<file path="src/rtl/pixel_cfg_sequencer.sv">
// Turns a header + payload word stream into one-cycle pixel config writes, with GAP idle cycles between payloads.
// Latency: one cycle from payload accept to cfg_valid. Backpressure: s_ready is low during the GAP cycles and during reset.
module pixel_cfg_sequencer #(
    parameter int NPIX = 180,
    parameter int GAP  = 2
) (
    input  logic        clock,
    input  logic        resetn,
    input  logic [15:0] s_data,
    input  logic        s_valid,
    output logic        s_ready,
    output logic [7:0]  cfg_addr,
    output logic [14:0] cfg_data,
    output logic        cfg_valid,
    output logic        busy,
    output logic        done,
    output logic        err_addr,
    input  logic        err_clr
);

    typedef enum logic [1:0] {
        IDLE = 2'd0,
        DATA = 2'd1,
        GAPW = 2'd2
    } state_t;

    localparam logic [3:0] GAP_L  = 4'(GAP);
    localparam logic [8:0] NPIX_L = 9'(NPIX);

    state_t      state;
    state_t      state_nxt;
    logic        rdy_en;
    logic [7:0]  addr;
    logic [8:0]  cnt;
    logic [3:0]  gap_cnt;

    logic        acc;
    logic        hdr_acc;
    logic        pay_acc;
    logic        last_pay;
    logic        in_range;

    // rdy_en holds s_ready low until the first edge after reset release.
    assign s_ready  = rdy_en && (state != GAPW);
    assign busy     = (state != IDLE);
    assign acc      = s_valid && s_ready;
    assign hdr_acc  = acc && (state == IDLE);
    assign pay_acc  = acc && (state == DATA);
    assign last_pay = pay_acc && (cnt == 9'd1);
    assign in_range = ({1'b0, addr} < NPIX_L);

    always_ff @(posedge clock or negedge resetn) begin
        if (!resetn) begin
            state <= IDLE;
        end else begin
            state <= state_nxt;
        end
    end

    always_comb begin
        state_nxt = state;
        case (state)
            IDLE: begin
                if (hdr_acc) begin
                    state_nxt = DATA;
                end
            end
            DATA: begin
                if (pay_acc) begin
                    if (last_pay) begin
                        state_nxt = IDLE;
                    end else if (GAP_L != 4'd0) begin
                        state_nxt = GAPW;
                    end else begin
                        state_nxt = DATA;
                    end
                end
            end
            GAPW: begin
                if (gap_cnt == 4'd0) begin
                    state_nxt = DATA;
                end
            end
            default: state_nxt = IDLE;
        endcase
    end

    always_ff @(posedge clock or negedge resetn) begin
        if (!resetn) begin
            rdy_en    <= 1'b0;
            addr      <= 8'd0;
            cnt       <= 9'd0;
            gap_cnt   <= 4'd0;
            cfg_valid <= 1'b0;
            cfg_addr  <= 8'd0;
            cfg_data  <= 15'd0;
            done      <= 1'b0;
        end else begin
            rdy_en    <= 1'b1;
            cfg_valid <= 1'b0;
            done      <= last_pay;
            if (hdr_acc) begin
                addr <= s_data[15:8];
                cnt  <= {1'b0, s_data[7:0]} + 9'd1;
            end
            if (pay_acc) begin
                addr <= addr + 8'd1;
                cnt  <= cnt - 9'd1;
                if (in_range) begin
                    cfg_valid <= 1'b1;
                    cfg_addr  <= addr;
                    cfg_data  <= s_data[14:0];
                end
            end
            // Loaded with GAP-1 so GAPW lasts exactly GAP cycles.
            if (pay_acc && !last_pay) begin
                gap_cnt <= GAP_L - 4'd1;
            end else if ((state == GAPW) && (gap_cnt != 4'd0)) begin
                gap_cnt <= gap_cnt - 4'd1;
            end
        end
    end

    // A new suppressed write outranks a coincident clear.
    always_ff @(posedge clock or negedge resetn) begin
        if (!resetn) begin
            err_addr <= 1'b0;
        end else if (pay_acc && !in_range) begin
            err_addr <= 1'b1;
        end else if (err_clr) begin
            err_addr <= 1'b0;
        end
    end

endmodule

</file>
<file path="config.mk">
export PLATFORM = sky130hd
export DESIGN_NAME = pixel_cfg_sequencer
export DESIGN_NICKNAME = d
export VERILOG_FILES = /design/src/rtl/pixel_cfg_sequencer.sv
export SDC_FILE = /design/constraint.sdc
export NUM_CORES = 1
export LEC_CHECK = 0
export ABC_AREA = 1
export CAP_MARGIN = 20
export CORE_MARGIN = 5
export CORE_UTILIZATION = 54
export CTS_BUF_LIST = sky130_fd_sc_hd__clkbuf_8
export DETAILED_ROUTE_END_ITERATION = 8
export PLACE_DENSITY = 0.9
export SYNTH_ARGS = -nofsm -noshare
export SYNTH_HDL_FRONTEND = slang
export SYNTH_SLANG_ARGS = --single-unit
</file>
<file path="constraint.sdc">
create_clock -name clock -period 1.4 [get_ports clock]
set_input_delay 0.35 -clock clock [delete_from_list [all_inputs] [get_ports clock]]
set_output_delay 0.35 -clock clock [all_outputs]
set_load 0.1 [all_outputs]
</file>
After elaboration in Yosys (flattened, before gate mapping)
Index checks and enable logic that the tools add are counted.
{"block": "totals", "regBits": 50, "latch_bits": 0, "ram_bits": 0, "romBits": 0, "in_bits": 20, "n_memories": 0}
{"block": "classes", "add_sub_neg": 4, "mul": 0, "n_div": 0, "magnitude_cmp": 1, "eq_ne": 7, "n_shift": 0, "muxes": 15, "n_bitwise": 0, "n_reduce_logical": 19}
{"operator": "$mux 9", "n": 2}
{"operator": "$mux 8", "n": 2}
{"operator": "$add 8x1->9 const B", "n": 1}
{"operator": "$eq 9x1->1 const B", "n": 1}
{"operator": "$sub 9x1->9 const B", "n": 1}
{"operator": "$add 8x1->8 const B", "n": 1}
{"operator": "$logic_and 1x1->1", "n": 8}
{"operator": "$lt 8x8->1 const B", "n": 1}
{"operator": "$mux 2", "n": 4}
{"operator": "$mux 4", "n": 2}
{"operator": "$ne 2x2->1 const B", "n": 4}
{"operator": "$reduce_bool 2->1", "n": 4}
{"operator": "$pmux 2 s3", "n": 1}
{"operator": "$logic_not 4->1", "n": 1}
{"operator": "$mux 1", "n": 4}
{"operator": "$reduce_bool 4->1", "n": 1}
{"operator": "$sub 4x1->4 const B", "n": 1}
{"operator": "$reduce_and 3->1", "n": 1}
{"operator": "$eq 2x1->1 const B", "n": 1}
{"operator": "$eq 2x2->1 const B", "n": 1}
{"operator": "$logic_not 1->1", "n": 2}
{"operator": "$logic_not 2->1", "n": 1}
{"operator": "$reduce_and 2->1", "n": 1}

Logic depth before layout (Yosys ltp)
Gate-level depths: netlist of the first run.
{"block": "depth", "word_depth": 8, "ltp_mapped": 9}

Least setup slack after synthesis of the first run
No wires, ideal clock.
{"block": "synth_timing", "kind": "register -> output", "start": "register state[0]", "end": "output s_ready", "t_arrival_ns": 1.901, "required_time_ns": 1.050, "slack_ns": -0.851, "path_stages_with_launch": 5, "path_buffers": 0, "cell_sequence": "dfrtp_1 > inv_2 > nand2_4 > inv_1 > nor2_1"}
{"block": "synth_via", "elab_chain_cells": 2}
{"element": "from (decl)", "line": "30", "source": "state_t state;"}
{"element": "from (signal assigned)", "line": "56", "source": "state <= state_nxt;"}
{"element": "$ne 2x2->1", "line": "44", "source": "assign s_ready = rdy_en && (state != GAPW);"}
{"element": "$logic_and 1x1->1", "line": "44"}
{"element": "to (decl)", "line": "11", "source": "output logic s_ready,"}
No other way between the ends.

Worst setup path in the final report of the first run
{"block": "layout_timing", "start": "register state[1]", "end": "output busy"}
{"block": "layout_via", "elab_chain_cells": 1}
{"element": "$reduce_bool 2->1", "line": "45", "source": "assign busy = (state != IDLE);"}
{"element": "to (decl)", "line": "15", "source": "output logic busy,"}
No other way between the ends.

==> results of run 1 <==
final timing paths:
check,start,endpoint,cells after the start
max,state[1],busy,3
min,s_data[1],cfg_data[1],4
max reg2reg,state[0],addr[6],9
min reg2reg,gap_cnt[0],gap_cnt[0],2
max in group asynchronous,resetn,cfg_data[6],3
min in group asynchronous,resetn,cfg_addr[3],2
sequential cells by signal, indices dropped and copies added, names as in the netlist:
signal     count
addr           8
rdy_en         1
state          2
gap_cnt        4
cfg_addr       8
cfg_data      15
err_addr       1
cnt            9
done           1
cfg_valid      1
stage by stage:
stage               std cells  TNS [ns]
floorplan                 339   -0.0970
global placement          461     -9.76
finish                    484    -0.292
detailed placement        461    -12.86
global route              484     -1.32
CTS                       475    -0.232
layout by cell type, fill, tap and decap left out, drive strengths merged:
master	netlist	final
dfrtp	50	50
nor2	31	31
a21oi	4	4
nand3	31	31
xnor2	2	2
nand4	5	5
buf	7	69
clkdlybuf4s50	0	15
dlymetal6s2s	0	2
ha	5	5
inv	45	46
xor2	2	2
dlygate4sd3	0	1
clkinv	1	2
dlygate4sd2	0	1
o211ai	3	3
clkbuf	0	7
o21ai	31	31
clkinvlp	0	1
conb	1	1
nand2	120	120
o22ai	1	1
power groups by stage:
stage	clock network (µW)	logic, µW	registers [µW]
floorplan	0	1840	4710
global placement	0	6140	2680
detailed placement	0	6330	2720
CTS	848	6540	2690
global route	905	7330	2820
finish	846	7030	2750
metal layers:
| layer | vias to the layer above | part of all wire, % | global-route usage, % |
|---|---|---|---|
| li1 | 1242 | - | - |
| met1 | 1298 | 35 | 29.3 |
| met2 | 182 | 53 | 46.3 |
| met3 | 42 | 7.8 | 5.56 |
| met4 | 0 | 4.0 | 15.1 |
| met5 | - | 0 | 0 |
what timing repair did:
item,4_1_cts,5_1_grt
cloned,1,3
buffers inserted,5,6
endpoints found under the setup margin,16,46
pin swaps,2,6
resized for setup,9,31
hold buffers,1,0
endpoints found under the hold margin,15,0
cell families (layout without fill, tap and decap cells):
kind of cell	Yosys count	after routing
AO/OA/AOI/OAI	39	39
XOR/XNOR	4	4
flip-flops	50	50
AND/OR/NAND/NOR	187	187
adder cells (fa/ha/maj)	5	5
buffers and inverters	53	144
other	1	1
area by class of cell:
class | count | area, µm² | share of cell area (%)
Sequential cell | 50 | 1250 | 31.5
Tap cell | 54 | 67.6 | 1.70
Timing Repair Buffer | 90 | 1190 | 29.9
Clock inverter | 2 | 13.8 | 0.347
Timing Repair inverter | 1 | 7.51 | 0.189
Clock buffer | 5 | 68.8 | 1.73
Inverter | 46 | 188 | 4.73
Multi-Input combinational cell | 236 | 1190 | 29.9
critical path, cell delays in order, from the launching register on:
cell	delay, ns
sky130_fd_sc_hd__dfrtp_1	0.44
sky130_fd_sc_hd__inv_2	0.18
sky130_fd_sc_hd__nand2_4	0.07
sky130_fd_sc_hd__buf_12	0.17
==> results.py, run 1 <==
metrics = {
    "yosys": {
        "postSynth.topFlopCell": "sky130_fd_sc_hd__dfrtp_1",
        "synth-edff-count": 0,
        "synth.mux.area_fraction_pct": 0,
        "yosys-top-cells-area": "sky130_fd_sc_hd__dfrtp_1 (49%), sky130_fd_sc_hd__nand2_1 (17%), sky130_fd_sc_hd__nand3_1 (6.0%)",
        "ys_seq_elements": 50,
        "synth_simple_gate_area_share_pct": 30.6,
        "synthTopCellsByCount": "sky130_fd_sc_hd__nand2_1 (118), sky130_fd_sc_hd__dfrtp_1 (50), sky130_fd_sc_hd__inv_1 (41)",
        "synth_area_um2": 2570,
        "post_synth_inst_count": 339,
        "yosys.area_share.adder_pct": 2.43,
        "ys_types": 26,
        "netlist.top_cell.by_area": "sky130_fd_sc_hd__dfrtp_1",
        "synth_most_common_cell": "sky130_fd_sc_hd__nand2_1",
        "synth-compound-area-share_pct": 7.93,
        "largest_family_of_logic_cells_by_synthesized_area": "simple AND/OR/NAND/NOR gates",
        "total_of_warnings_raised_by_yosys": 0,
        "synth.net_count": 364,
        "synthArstFlopShare_pct": 100,
        "synth_xor_area_share_pct": 1.36,
        "synth_seq_area_share_pct": 48.6,
        "postSynthAreaPerCell_um2": 7.59,
        "netlist.area_leader.share_pct": 48.6,
    },
    "grt": {
        "track_usage_pct": 26.3,
        "grt_antenna_before_repair": 0,
        "global_route_wire_length_before_repair_um": 12800,
        "grt_overflow": 0,
        "via_count_of_the_first_global_routing_pass": 2796,
        "grt_start_max_net_pins": 21,
    },
    "floorplan": {
        "core_area_um2": 4660,
        "floorplan.rows": 25,
        "fp.dieH_um": 79.0,
        "die_area_um2": 6240,
        "die_w_um": 79.0,
        "floorplan.initialDensity_pct": 55.2,
        "pin_count": 48,
    },
    "clock_tree": {
        "clk-insertion-delay-late_ns": 0.31,
        "htreeDepth": 2,
        "clock_sink_count": 50,
        "cts.reportedPaths.clkPinSlew_ns": 0.10,
        "ctsRootBufferMaster": "sky130_fd_sc_hd__clkbuf_8",
        "cts_tree": "done",
        "cts_buffers": 5,
        "clockBufferDepth": 2,
    },
    "cells_and_area": {
        "layout.filler_cells": 220,
        "final_standard_cell_utilization_of_the_core_pct": 85.2,
        "nets": 455,
        "final_design_area_no_fill_um2": 3970,
        "antenna_cells": 0,
        "final_layout_size_suffix_gt1_share_pct": 25.6,
        "layout-area-overhead-vs-synth_pct": 54.4,
    },
    "placement": {
        "place_ws_ns": -0.379,
        "detailedPlacementHpwl_um": 5270,
        "finalWeightedCongestion": 0.912,
        "postPlaceCellArea_um2": 3600,
        "io_buffers": 47,
    },
    "flow_run": {
        "timing.max_cap.violations": 0,
    },
    "timing": {
        "finalSetupViolCount": 5,
        "final_hold_viol_count": 0,
        "period_minus_slack_ns": 1.53,
        "fin_crit_sh_pct": 109,
        "final.setup_skew_ns": 0.0110,
        "rsz0062_at_grt": "yes",
        "slew_violations": 0,
        "final_worst_setup_slack_ns": -0.130,
        "timing.hold.ws_ns": 0.411,
        "timing.fmax_mhz": 653,
    },
    "power_and_ir_drop": {
        "cellInternalPower_uw": 4940,
        "total_leakage_power_uw": 0.00201,
        "power.density_nw_per_um2": 2670,
        "share_of_power_burned_in_the_clock_network_pct": 8.0,
        "sw_frac_of_total_pct": 53.5,
        "power.switching_uw": 5680,
        "worst_ir_drop_vdd_mv": 2.11,
        "power.combinational.fraction_pct": 66.2,
        "power.share.sequential_pct": 25.9,
        "power_uw": 10600,
    },
    "setup_path": {
        "critPathCaptureType": "primary output",
        "critPathLaunchType": "register",
        "critical_path.max_fanout": 5,
        "crit_required_ns": 1.05,
        "cp_data_arrival_time_ns": 1.18,
        "register_to_register_setup_slack_ns": -0.02,
        "criticalPathCategory": "reg -> out",
    },
    "drt": {
        "drc": 0,
        "viasPerCell": 5.71,
        "antenna_violating_nets_post_route": 0,
        "first_drt_iteration_drcs": 355,
        "detail_route.wl_per_cell_um": 18.1,
        "dr.pass1.iters": 5,
        "wl_final_um": 8760,
        "detailroute.via_count": 2764,
    },
    "min_path": {
        "hold_path_class": "in -> reg",
    },
    "status": {
        "run_status": "finished, violations left",
        "violations_in_the_final_reports": "setup timing",
    },
}
Note: power is estimated with default switching activity, not from simulation.
==> run 2: changes to the inputs <==
Settings changed: CORE_MARGIN 5 to default.
==> results.py, run 2 (synthesis results as in run 1) <==
metrics = {
    "floorplan": {
        "floorplan.initialDensity_pct": 57.5,
        "fp.dieH_um": 71.0,
        "core_area_um2": 4470,
        "die_area_um2": 5040,
        "floorplan.rows": 24,
        "pin_count": 48,
        "die_w_um": 71.0,
    },
    "drt": {
        "first_drt_iteration_drcs": 303,
        "detailroute.via_count": 2692,
        "drc": 5,
        "dr.pass1.iters": 7,
        "viasPerCell": 5.68,
        "wl_final_um": 7880,
        "detail_route.wl_per_cell_um": 16.6,
        "antenna_violating_nets_post_route": 0,
    },
    "cells_and_area": {
        "layout-area-overhead-vs-synth_pct": 49.4,
        "flip_flop_count_of_the_largest_register_all_copies_and_words_added": 15,
        "antenna_cells": 0,
        "top_regs": "cfg_data x15, cnt x9",
        "layout.cells.most_common": "sky130_fd_sc_hd__nand2_1",
        "registers.top_by_ff_count": "cfg_data",
        "final_layout_size_suffix_gt1_share_pct": 24.4,
        "stdcell_count": 474,
        "nets": 446,
        "commonest_non_fill_non_tap_cells_in_the_layout": "sky130_fd_sc_hd__nand2_1 (113), sky130_fd_sc_hd__dfrtp_1 (48), sky130_fd_sc_hd__inv_1 (39)",
    },
    "setup_path": {
        "worstRegToRegCells": 7,
        "crit_required_ns": 1.05,
        "register_to_register_setup_slack_ns": -0.03,
        "critical_path.max_fanout": 3,
        "critPathLaunchType": "register",
        "cp_data_arrival_time_ns": 1.15,
        "criticalPathCategory": "reg -> out",
        "worstReg2RegStart": "state[1]",
        "r2r-end": "addr[5]",
        "critPathCaptureType": "primary output",
        "critical_path.startpoint": "state[1]",
    },
    "power_and_ir_drop": {
        "total_leakage_power_uw": 0.00195,
        "worst_ir_drop_vdd_mv": 2.15,
        "power.density_nw_per_um2": 2710,
    },
    "grt": {
        "grt_antenna_before_repair": 0,
        "grt_start_max_net_pins": 51,
        "grt_overflow": 0,
        "track_usage_pct": 31.3,
        "via_count_of_the_first_global_routing_pass": 2621,
        "global_route_wire_length_before_repair_um": 12100,
    },
    "clock_tree": {
        "ctsRootBufferMaster": "sky130_fd_sc_hd__clkbuf_8",
        "cts_tree": "done",
        "cts_buffers": 5,
        "clock_sink_count": 50,
        "htreeDepth": 2,
        "clk-insertion-delay-late_ns": 0.31,
        "cts.reportedPaths.clkPinSlew_ns": 0.09,
        "clockBufferDepth": 2,
    },
    "placement": {
        "placed_cells": 455,
        "io_buffers": 47,
        "finalWeightedCongestion": 0.907,
        "detailedPlacementHpwl_um": 4800,
    },
    "status": {
        "run_status": "finished, violations left",
        "violations_in_the_final_reports": "DRC, setup timing",
    },
    "flow_run": {
        "timing.max_cap.violations": 0,
    },
    "timing": {
        "period_minus_slack_ns": 1.50,
        "setup-tns-final_ns": -0.193,
        "slew_violations": 0,
        "final_hold_viol_count": 0,
        "timing.fmax_mhz": 665,
        "rsz0062_at_grt": "yes",
        "final_worst_setup_slack_ns": -0.104,
        "timing.hold.ws_ns": 0.00811,
        "fin_crit_sh_pct": 107,
        "finalSetupViolCount": 3,
        "final.setup_skew_ns": 0.00963,
    },
    "min_path": {
        "hold_path_class": "in -> async",
    },
}
==> run 2: repair_timing <==
| action | CTS | global route |
|---|---|---|
| gates cloned | 1 | 1 |
| buffers inserted | 6 | 3 |
| resized for setup | 7 | 26 |
| pin swaps | 1 | 4 |
| endpoints found under the setup margin | 8 | 44 |
| hold buffers | 0 | 0 |
==> run 2: how the worst max path moves through the flow <==
stage | slack [ns] | to | cells after the start
floorplan | -0.1 | s_ready | 4
global placement | -0.30 | addr[5] | 6
detailed placement | -0.35 | addr[5] | 6
CTS | -0.1 | s_ready | 4
global route | -0.14 | s_ready | 5
finish | -0.10 | s_ready | 4
==> run 2: cell type report <==
cell class | count | area (µm²)
flip-flops and latches | 50 | 1250
fillers | 215 | 632
repair buffers | 82 | 1070
clock buffers | 6 | 82.6
multi-input cells | 236 | 1170
inverters | 46 | 190
well taps | 52 | 65.1
clock inverters | 2 | 8.76
==> run 2: power breakdown <==
part	switching, µW	leakage (µW)	total [µW]	internal [µW]
clock	478	0.0000524	870	392
sequential	685	0.000625	2760	2070
combinational	4330	0.00127	6780	2450
==> run 2: layer usage <==
metal	vias to the layer above	track usage [%]	wire length (µm)
li1	1229	-	-
met1	1286	39.1	3010
met2	144	51.7	4060
met3	33	7.41	510
met4	0	14.4	313
met5	-	0	0
==> run 2: worst max-delay path: stages (launching register included) <==
cell                      delay (ns)
sky130_fd_sc_hd__dfrtp_2        0.45
sky130_fd_sc_hd__nand2_4        0.09
sky130_fd_sc_hd__inv_4          0.04
sky130_fd_sc_hd__nor2_4         0.09
sky130_fd_sc_hd__buf_12         0.18
==> run 2: metrics by stage <==
| stage | instance area [µm²] | total power (µW) | setup slack, ns | utilization (%) |
|---|---|---|---|---|
| 2_1_floorplan | 2580 | 6550 | -0.0970 | - |
| 3_3_place_gp | 3550 | 8720 | -0.298 | 79.4 |
| 3_5_place_dp | 3550 | 8940 | -0.347 | 79.4 |
| 4_1_cts | 3730 | 10000 | -0.0987 | 83.5 |
| 5_1_grt | 3840 | 10900 | -0.143 | 85.9 |
| 6_report | 3840 | 10400 | -0.104 | 85.9 |
